### src/rtl/game_status_scan_if.sv
// Bundle between the game logic and the board status scanner: board maps in,
// per-pass counts and sticky win/lose flags out.
interface game_status_scan_if;
    logic                clear;
    logic [1:0]          level;
    logic [7:0][7:0]     mine_arr_easy;
    logic [9:0][9:0]     mine_arr_medium;
    logic [15:0][15:0]   mine_arr_hard;
    logic [7:0][7:0]     defuse_arr_easy;
    logic [9:0][9:0]     defuse_arr_medium;
    logic [15:0][15:0]   defuse_arr_hard;
    logic [8:0]          defused_count;
    logic [8:0]          mine_count;
    logic                game_won;
    logic                game_lost;
    logic                scan_done;

    // No valid/ready here: maps and level are level-sensitive inputs sampled
    // live every cycle; scan_done is a one-cycle strobe meaning the counts and
    // flags were refreshed on the preceding edge and hold until the next one.
    modport master (
        output clear, level,
        output mine_arr_easy, mine_arr_medium, mine_arr_hard,
        output defuse_arr_easy, defuse_arr_medium, defuse_arr_hard,
        input  defused_count, mine_count, game_won, game_lost, scan_done
    );

    modport slave (
        input  clear, level,
        input  mine_arr_easy, mine_arr_medium, mine_arr_hard,
        input  defuse_arr_easy, defuse_arr_medium, defuse_arr_hard,
        output defused_count, mine_count, game_won, game_lost, scan_done
    );
endinterface

### src/rtl/game_status_scan.sv
// Free-running board scanner: one field per clock, counts mines and defused
// safe fields per pass and latches sticky win/lose flags.
module game_status_scan (
    input  logic               clk,
    input  logic               rst,
    game_status_scan_if.slave  bus,
    output logic [1:0]         scan_state
);

    typedef enum logic [1:0] {
        IDLE   = 2'd0,
        SCAN   = 2'd1,
        UPDATE = 2'd2
    } state_t;

    state_t     state;
    logic [1:0] level_q;
    logic [3:0] x;
    logic [3:0] y;
    logic [3:0] n_last;
    logic [8:0] nn;
    logic [8:0] mine_acc;
    logic [8:0] safe_acc;
    logic       boom_acc;
    logic       mine_bit;
    logic       defuse_bit;
    logic       restart;

    assign scan_state = state;

    // Any change of level counts as a new game, just like clear.
    assign restart = rst || bus.clear || (bus.level == 2'd0) || (bus.level != level_q);

    always_comb begin
        n_last     = 4'd0;
        nn         = 9'd0;
        mine_bit   = 1'b0;
        defuse_bit = 1'b0;
        case (bus.level)
            2'd1: begin
                n_last     = 4'd7;
                nn         = 9'd64;
                mine_bit   = bus.mine_arr_easy[x[2:0]][y[2:0]];
                defuse_bit = bus.defuse_arr_easy[x[2:0]][y[2:0]];
            end
            2'd2: begin
                n_last     = 4'd9;
                nn         = 9'd100;
                mine_bit   = bus.mine_arr_medium[x][y];
                defuse_bit = bus.defuse_arr_medium[x][y];
            end
            2'd3: begin
                n_last     = 4'd15;
                nn         = 9'd256;
                mine_bit   = bus.mine_arr_hard[x][y];
                defuse_bit = bus.defuse_arr_hard[x][y];
            end
            default: begin
                n_last = 4'd0;
            end
        endcase
    end

    always_ff @(posedge clk) begin
        level_q       <= bus.level;
        bus.scan_done <= 1'b0;
        if (restart) begin
            state             <= IDLE;
            x                 <= 4'd0;
            y                 <= 4'd0;
            mine_acc          <= 9'd0;
            safe_acc          <= 9'd0;
            boom_acc          <= 1'b0;
            bus.defused_count <= 9'd0;
            bus.mine_count    <= 9'd0;
            bus.game_won      <= 1'b0;
            bus.game_lost     <= 1'b0;
        end else begin
            case (state)
                IDLE: begin
                    state <= SCAN;
                end
                SCAN: begin
                    mine_acc <= mine_acc + {8'd0, mine_bit};
                    safe_acc <= safe_acc + {8'd0, defuse_bit & ~mine_bit};
                    boom_acc <= boom_acc | (defuse_bit & mine_bit);
                    if (x == n_last) begin
                        x <= 4'd0;
                        if (y == n_last) begin
                            y     <= 4'd0;
                            state <= UPDATE;
                        end else begin
                            y <= y + 4'd1;
                        end
                    end else begin
                        x <= x + 4'd1;
                    end
                end
                UPDATE: begin
                    bus.defused_count <= safe_acc;
                    bus.mine_count    <= mine_acc;
                    // Flags freeze once either is set, so they can never both be high.
                    if (!bus.game_won && !bus.game_lost) begin
                        if (boom_acc)
                            bus.game_lost <= 1'b1;
                        else if (mine_acc != 9'd0 && (safe_acc + mine_acc) == nn)
                            bus.game_won <= 1'b1;
                    end
                    bus.scan_done <= 1'b1;
                    mine_acc      <= 9'd0;
                    safe_acc      <= 9'd0;
                    boom_acc      <= 1'b0;
                    x             <= 4'd0;
                    y             <= 4'd0;
                    state         <= SCAN;
                end
                default: begin
                    state <= IDLE;
                end
            endcase
        end
    end

endmodule

### src/flat_wrapper.sv
// flat-port wrapper written by rule: the top's interface ports become plain ports
module game_status_scan_flat 
  (clk, rst, scan_state, bus_clear, bus_level, bus_mine_arr_easy, bus_mine_arr_medium, bus_mine_arr_hard, bus_defuse_arr_easy, bus_defuse_arr_medium, bus_defuse_arr_hard, bus_defused_count, bus_mine_count, bus_game_won, bus_game_lost, bus_scan_done);
  game_status_scan_if bus_i ();
  input  logic clk;
  input  logic rst;
  output logic [1:0] scan_state;
  input wire logic [$bits(bus_i.clear)-1:0] bus_clear;
  input wire logic [$bits(bus_i.level)-1:0] bus_level;
  input wire logic [$bits(bus_i.mine_arr_easy)-1:0] bus_mine_arr_easy;
  input wire logic [$bits(bus_i.mine_arr_medium)-1:0] bus_mine_arr_medium;
  input wire logic [$bits(bus_i.mine_arr_hard)-1:0] bus_mine_arr_hard;
  input wire logic [$bits(bus_i.defuse_arr_easy)-1:0] bus_defuse_arr_easy;
  input wire logic [$bits(bus_i.defuse_arr_medium)-1:0] bus_defuse_arr_medium;
  input wire logic [$bits(bus_i.defuse_arr_hard)-1:0] bus_defuse_arr_hard;
  output wire logic [$bits(bus_i.defused_count)-1:0] bus_defused_count;
  output wire logic [$bits(bus_i.mine_count)-1:0] bus_mine_count;
  output wire logic [$bits(bus_i.game_won)-1:0] bus_game_won;
  output wire logic [$bits(bus_i.game_lost)-1:0] bus_game_lost;
  output wire logic [$bits(bus_i.scan_done)-1:0] bus_scan_done;
  assign bus_i.clear = bus_clear;
  assign bus_i.level = bus_level;
  assign bus_i.mine_arr_easy = bus_mine_arr_easy;
  assign bus_i.mine_arr_medium = bus_mine_arr_medium;
  assign bus_i.mine_arr_hard = bus_mine_arr_hard;
  assign bus_i.defuse_arr_easy = bus_defuse_arr_easy;
  assign bus_i.defuse_arr_medium = bus_defuse_arr_medium;
  assign bus_i.defuse_arr_hard = bus_defuse_arr_hard;
  assign bus_defused_count = bus_i.defused_count;
  assign bus_mine_count = bus_i.mine_count;
  assign bus_game_won = bus_i.game_won;
  assign bus_game_lost = bus_i.game_lost;
  assign bus_scan_done = bus_i.scan_done;
  game_status_scan u_core (.clk(clk), .rst(rst), .bus(bus_i), .scan_state(scan_state));
endmodule
### config.mk
export PLATFORM = sky130hd
export DESIGN_NAME = game_status_scan_flat
export DESIGN_NICKNAME = d
export VERILOG_FILES = /design/src/rtl/game_status_scan_if.sv /design/src/rtl/game_status_scan.sv /design/src/flat_wrapper.sv
export SDC_FILE = /design/constraint.sdc
export NUM_CORES = 1
export LEC_CHECK = 0
export CELL_PAD_IN_SITES_DETAIL_PLACEMENT = 1
export CELL_PAD_IN_SITES_GLOBAL_PLACEMENT = 2
export CORE_AREA = 8 8 332 334
export CTS_CLUSTER_DIAMETER = 120
export CTS_CLUSTER_SIZE = 14
export DETAILED_ROUTE_END_ITERATION = 8
export DIE_AREA = 0 0 340 342
export PLACE_DENSITY_LB_ADDON = 0.12
export SETUP_SLACK_MARGIN = 0.1
export SKIP_LAST_GASP = 1
export SLEW_MARGIN = 20
export SYNTH_ARGS = -nofsm -noshare
export SYNTH_HDL_FRONTEND = slang
export SYNTH_SLANG_ARGS = --single-unit
### constraint.sdc
create_clock -name clk -period 3.2 [get_ports clk]
set_clock_uncertainty 0.1 [all_clocks]
set_input_delay 0.32 -clock clk [delete_from_list [all_inputs] [get_ports clk]]
set_output_delay 0.32 -clock clk [all_outputs]
set_load 0.02 [all_outputs]
==> metrics.cfg, run 1 <==
[run_status]
status = complete, but fails checks
violations = setup timing

[setup_path]
start_kind = flop
crit_arrival_ps = 4050
critPathMaxStageDelay_ps = 420
crit_start = u_core.x[1]
cp-end-kind = flop
path_cells = buf_4 -> buf_12 -> buf_12 -> buf_4 -> mux2i_2 -> o22ai_1 -> or3_1 -> a221oi_2 -> nor4_4 -> nor4b_4 -> buf_4 -> nor3b_2 -> ha_2 -> ha_4 -> nand2_4 -> nor2_4 -> buf_4 -> xnor2_2 -> nor2_1
rr_worst_depth = 19
worst_r2r_endpoint = u_core.safe_acc[6]
crit_end = u_core.safe_acc[6]
r2r_slack_ps = -720
worstPathMaxFanout = 16
critical_path_class = flop to flop
crit_required_ps = 3330
cpMostUsedCell = buf_4
rr_startpoint = u_core.x[1]
critical-path-slowest-cell = dfxtp_4

[drt]
postRouteAntennaNets = 0
first_iter_violations = 444
wl_per_cell_um = 33.46
vias_per_cell = 3.926
routed-via-count = 13280
drt-total-wl_mm = 113.2
drc_errors = 0
first_pass_iters = 4

[grt]
antenna_found_initial = 72
grt_pass1_vias = 15150
grt_pass1_wl_mm = 145.1
grt_overflow_total = 0
grt_max_degree = 24
grt_usage_pct = 18.31

[yosys]
yosys.area.top_type = mux4_2
yosys.area.top_type_share_pct = 39.55
yosysSeqAreaShare_pct = 10.69
synthTopCellsByArea = mux4_2 40%, mux2i_1 11%, dfxtp_1 11%
ys_types = 63
synth-async-reset-ratio_pct = 0
synth-seq-cells = 52
ys_warn_count = 0
synth_area_per_cell_um2 = 10.53
synth.net_count = 1793
post-synth-top-count-cell = mux4_2
synth_area_um2 = 9737
synth_flop_cell = dfxtp_1
syn_inst = 925
synth-edff-count = 0
yosys-top-cells-count = 171 x mux4_2, 110 x mux2i_1, 66 x nor2_1, 61 x nand2_1, 52 x dfxtp_1

[sta]
tightestPinTransition_ps = 615.7
slew-limit-headroom_pct = 57.89
hold_viol = 0
maxSlewViolCount = 0
setup_viol = 19
setup_ws_ps = -718.9
fmax_mhz = 255.2
period_share_pct = 122.5
period_minus_slack_ps = 3919
whs_ps = 403.0
rsz0062_at_grt = yes

[placed_design]
port_buffers = 867
pre_cts_slack_ps = -1095
placed_area_um2 = 21630
place.gp.congestion = 0.8123
hpwlAfterDp_mm = 103.7

[clock_tree]
cts_tree = built
h-tree-depth = 2
clkLatencyLatePin_ps = 310
clk_pin_slew_ps = 70
cts_sinks = 52
cts_hold_buf = 0
cts.path.max_buffers = 2
cts-root-buf = clkbuf_16
cts_buffers = 5

[pwr]
switchingPower_w = 0.0007303
ir_worst_vdd_mv = 0.1797
internal_power_w = 0.002172
p_leak_nw = 7.723
power_frac_seq_pct = 22.3
p_comb_share_pct = 56.3
clkPwrFrac_pct = 21.5
p_per_area_nw_per_um2 = 125.7
switching_share_pct = 25.16

[finish]
multiInputGateArea_um2 = 8671
post-route-cell-area_um2 = 23100
final_nets = 2843
nFillCells = 11840
utilization_pct = 22.07
area_growth_pct = 137.2
regArea_um2 = 1057
drive_gt1_share_pct = 28.44

[floorplan]
std_cell_rows = 119
die_area_um2 = 116300
io_pins = 868
die_h_um = 342
core_um2 = 104700
dieWidth_um = 340
start_util_pct = 9.302

[run]
max_cap_violations = 0

[min_path]
min_path_type = flop to flop

## layout make-up
type                    count  area share [%]
well taps                1391           7.536
clock buffers               7          0.6663
flip-flops and latches     52           4.578
inverters                  18          0.2925
clock inverters             1         0.03792
repair buffers           1134           49.17
multi-input cells         764           37.54
diodes                     16          0.1734
## cell usage in the layout (no fill, tap or decap), types with 7 or more instances in the layout
master	count
clkdlybuf4s50_1	867
buf_4	203
mux4_2	171
mux2i_1	101
nor2_1	62
nand2_1	51
dfxtp_1	47
buf_12	35
nand4_1	22
a21oi_1	21
o22ai_1	20
nand3_1	18
ha_1	18
a22oi_1	17
xor2_1	17
buf_6	17
diode_2	16
inv_1	16
xnor2_1	15
nor3_1	11
o21ai_0	11
a31oi_1	11
mux2_2	10
o211ai_1	8
nor2b_1	8
a22oi_2	7
a21oi_2	7
nand2_2	7
clkbuf_16	7
## critical path: cells and delay by family, from the launching register on
kind                     cells  cell delay [ps]
flip-flops                   1              420
buffers and inverters        6             1050
AO/OA/AOI/OAI                2              390
XOR/XNOR                     1              110
multiplexers                 1              320
adder cells (fa/ha/maj)      2              400
AND/OR/NAND/NOR              7             1030
## registers in the layout, indices dropped and copies added, names as in the netlist
signal,flops
u_core.bus.defused_count,9
u_core.bus.mine_count,9
u_core.mine_acc,9
u_core.safe_acc,9
u_core.x,4
u_core.y,4
u_core.level_q,2
u_core.scan_state,2
u_core.boom_acc,1
u_core.bus.game_lost,1
u_core.bus.game_won,1
u_core.bus.scan_done,1
## stage by stage
step	power (W)	setup TNS, ps	cells
6_report	0.002903	-9848	3383
5_1_grt	0.003042	-13150	3369
4_1_cts	0.002918	-10550	3337
3_5_place_dp	0.002249	-16330	3304
3_3_place_gp	0.002229	-17460	3304
2_1_floorplan	0.0009576	-94.50	925
## logic make-up after synthesis
| kind of cell | after synthesis | synth area share [%] |
|---|---|---|
| flops | 52 | 10.69 |
| fa+ha+maj | 23 | 3.033 |
| buf+inv | 109 | 6.271 |
| simple gates | 233 | 11.62 |
| mux | 293 | 52.25 |
| compound gates | 181 | 13.08 |
| xor+xnor | 34 | 3.058 |
## worst min-delay path by stage
stage	slack, ps	start	to	depth (start not counted)
floorplan	250	bus_level[0]	u_core.level_q[0]	0
global placement	380	u_core.bus.mine_count[5]	u_core.bus.mine_count[5]	2
detailed placement	380	u_core.boom_acc	u_core.boom_acc	2
CTS	390	u_core.boom_acc	u_core.boom_acc	2
global route	430	u_core.boom_acc	u_core.boom_acc	2
finish	400	u_core.bus.defused_count[1]	u_core.bus.defused_count[1]	2
## power by group through the flow
stage                     Sequential, W  Combinational, W  Clock [W]
final                          0.000647           0.00163   0.000623
after global routing           0.000647           0.00172   0.000675
after CTS                      0.000646           0.00162   0.000653
after detailed placement       0.000662           0.00159          0
after global placement         0.000662           0.00157          0
after floorplan                0.000665          0.000293          0
## routing by layer
metal	track usage, %	routed length, µm	up-vias
li1	-	-	5929
met1	19.77	41850	6713
met2	35.58	61670	504
met3	6.280	8434	95
met4	1.223	997	42
met5	0	260	-
## timing repair
item	CTS	global route
setup buffers	20	31
gates cloned	5	1
pin swaps	19	38
resized for setup	79	70
endpoints found under the setup margin	19	19
(Power assumes the default switching activity.)
==> inputs of run 2 (changes only) <==
--- a/config.mk
+++ b/config.mk
@@ -5,13 +5,14 @@
 export SDC_FILE = /design/constraint.sdc
 export NUM_CORES = 1
 export LEC_CHECK = 0
+export ABC_AREA = 1
 export CELL_PAD_IN_SITES_DETAIL_PLACEMENT = 1
 export CELL_PAD_IN_SITES_GLOBAL_PLACEMENT = 2
-export CORE_AREA = 8 8 332 334
+export CORE_AREA = 2 2 337 339
 export CTS_CLUSTER_DIAMETER = 120
 export CTS_CLUSTER_SIZE = 14
 export DETAILED_ROUTE_END_ITERATION = 8
-export DIE_AREA = 0 0 340 342
+export DIE_AREA = 0 0 339 341
 export PLACE_DENSITY_LB_ADDON = 0.12
 export SETUP_SLACK_MARGIN = 0.1
 export SKIP_LAST_GASP = 1
==> metrics.cfg, run 2 <==
[yosys]
yosys.area.top_type = nand2_1
post-synth-top-count-cell = nand2_1
synth-seq-cells = 52
ys_types = 43
yosysSeqAreaShare_pct = 9.115
synth.net_count = 3217
yosys.area.top_type_share_pct = 25.47
ys_warn_count = 0
synth_area_per_cell_um2 = 4.862
synth-async-reset-ratio_pct = 0
synth_flop_cell = dfxtp_1
synthTopCellsByArea = nand2_1 25%, nor2_1 13%, nand3_1 13%
yosys-top-cells-count = 775 x nand2_1, 393 x nor2_1, 292 x nand3_1, 188 x o21ai_0, 138 x inv_1
syn_inst = 2349
synth_area_um2 = 11420
synth-edff-count = 0

[placed_design]
placed_area_um2 = 23920
place.gp.congestion = 0.8804
hpwlAfterDp_mm = 107.8
port_buffers = 867
dp.cells = 4825

[sta]
tightestPinTransition_ps = 521.6
maxSlewViolCount = 0
slew-limit-headroom_pct = 65.23
setup_viol = 15
period_share_pct = 118.1
hold_viol = 0
rsz0062_at_grt = yes
fmax_mhz = 264.5
setup_ws_ps = -580.7
period_minus_slack_ps = 3781

[setup_path]
crit_end = u_core.mine_acc[8]
critPathMaxStageDelay_ps = 370
worstPathMaxFanout = 9
rr_startpoint = u_core.x[1]
critical-path-slowest-cell = dfxtp_4
crit_required_ps = 3310
crit_start = u_core.x[1]
cp-end-kind = flop
critical_path_class = flop to flop
r2r_slack_ps = -580
worst_r2r_endpoint = u_core.mine_acc[8]
start_kind = flop
rr_worst_depth = 30
crit_arrival_ps = 3890

[pwr]
ir_worst_vdd_mv = 0.1648
p_per_area_nw_per_um2 = 110.8
p_leak_nw = 10.94
power_w = 0.002936

[clock_tree]
cts_buffers = 5
clk_pin_slew_ps = 80
clkLatencyLatePin_ps = 310
cts-root-buf = clkbuf_16
cts_tree = built
h-tree-depth = 2
cts.path.max_buffers = 2
cts_sinks = 52

[floorplan]
io_pins = 868
dieWidth_um = 339
std_cell_rows = 123
start_util_pct = 10.21
die_h_um = 341
core_um2 = 111900
die_area_um2 = 115600

[drt]
dr.max_layer_used = met5
wl_met1_mm = 54.63
vias_per_cell = 4.096
wl_met2_mm = 66.81
drc_errors = 0
drt-total-wl_mm = 128.6
postRouteAntennaNets = 0
first_iter_violations = 810
wl_per_cell_um = 26.04
met3WireLength_mm = 5.723
first_pass_iters = 4
routed-via-count = 20220

[grt]
grt_usage_pct = 21.16
grt_pass1_vias = 22100
grt_pass1_wl_mm = 176.0
grt_overflow_total = 0
grt_max_degree = 44
antenna_found_initial = 48

[finish]
layout_commonest_cell = clkdlybuf4s50_1
area_growth_pct = 132.1
post-route-cell-area_um2 = 26510
most-common-layout-cells = 867 x clkdlybuf4s50_1, 716 x nand2_1, 362 x nor2_1
drive_gt1_share_pct = 17.82
final-instance-count-excl-fill = 4937
final_nets = 4285

[run]
max_cap_violations = 0

[run_status]
status = complete, but fails checks
violations = setup timing

[min_path]
min_path_type = flop to flop
hp-start = u_core.bus.defused_count[8]

## run 2: area by class of cell
class | instances | area (µm²)
antenna | 19 | 47.55
clock buffer | 5 | 125.1
clock inverter | 3 | 28.78
fill | 13810 | 85370
inverter | 147 | 586.8
multi-input combinational | 1979 | 9892
sequential | 52 | 1060
tap | 1500 | 1877
timing repair buffer | 1231 | 12880
timing repair inverter | 1 | 11.26
## run 2: layer usage
| layer | track usage (%) | vias up |
|---|---|---|
| met5 | 0 | - |
| met4 | 2.806 | 24 |
| met3 | 3.582 | 89 |
| met2 | 39.88 | 544 |
| met1 | 25.43 | 9780 |
| li1 | - | 9783 |
## run 2: cell families (layout without fill, tap and decap cells)
logic type / Yosys count / count (layout) / synth area share (%)
buf+inv: 318 / 1387 / 12.58
simple gates: 1528 / 1528 / 54.81
other cells: 0 / 19 / 0
flops: 52 / 52 / 9.115
compound gates: 415 / 415 / 19.91
fa+ha+maj: 23 / 23 / 2.585
mux: 1 / 1 / 0.08765
xor+xnor: 12 / 12 / 0.9202
## run 2: critical path: cells and delay by family (launching register included)
| family | cells | cell delay (ps) |
|---|---|---|
| simple gates | 17 | 1670 |
| buf+inv | 9 | 1000 |
| flops | 1 | 370 |
| fa+ha+maj | 2 | 290 |
| compound gates | 2 | 260 |
## run 2: repair_timing
action	in CTS	in global routing
buffers inserted	49	23
gates resized for setup	155	196
hold buffers	0	0
endpoints found under the setup margin	19	23
pin swaps	37	105
gates cloned	8	12
## run 2: report_power, final
group	internal (W)	switching [W]	total, W
Sequential	0.000644	0.00000132	0.000645
Clock	0.000303	0.000300	0.000603
Combinational	0.00113	0.000563	0.00169
## run 2: through the flow
step	setup TNS (ps)	hold slack [ps]	utilization, %	worst slack (ps)
after global placement	-13100	355.9	21.38	-1262
after detailed placement	-12530	359.5	21.38	-1088
after global routing	-7762	398.6	23.68	-800.0
after CTS	-5274	370.3	22.67	-627.1
final	-4597	368.3	23.69	-580.7
after floorplan	0	247.7	-	269.7
## run 2: worst min-delay path by stage
stage	slack [ps]	cells past startpoint	to
after floorplan	250	0	u_core.level_q[0]
after global placement	360	2	u_core.bus.mine_count[4]
after detailed placement	360	2	u_core.bus.defused_count[8]
after CTS	370	2	u_core.bus.defused_count[8]
after global routing	400	2	u_core.bus.defused_count[8]
final	370	2	u_core.bus.defused_count[8]
==> inputs of run 3 (changes only) <==
--- a/config.mk
+++ b/config.mk
@@ -16,7 +16,6 @@
 export PLACE_DENSITY_LB_ADDON = 0.12
 export SETUP_SLACK_MARGIN = 0.1
 export SKIP_LAST_GASP = 1
-export SLEW_MARGIN = 20
 export SYNTH_ARGS = -nofsm -noshare
 export SYNTH_HDL_FRONTEND = slang
 export SYNTH_SLANG_ARGS = --single-unit
==> results of run 3 <==
The final DEF is identical to that of run 2; final timing and power are the same.
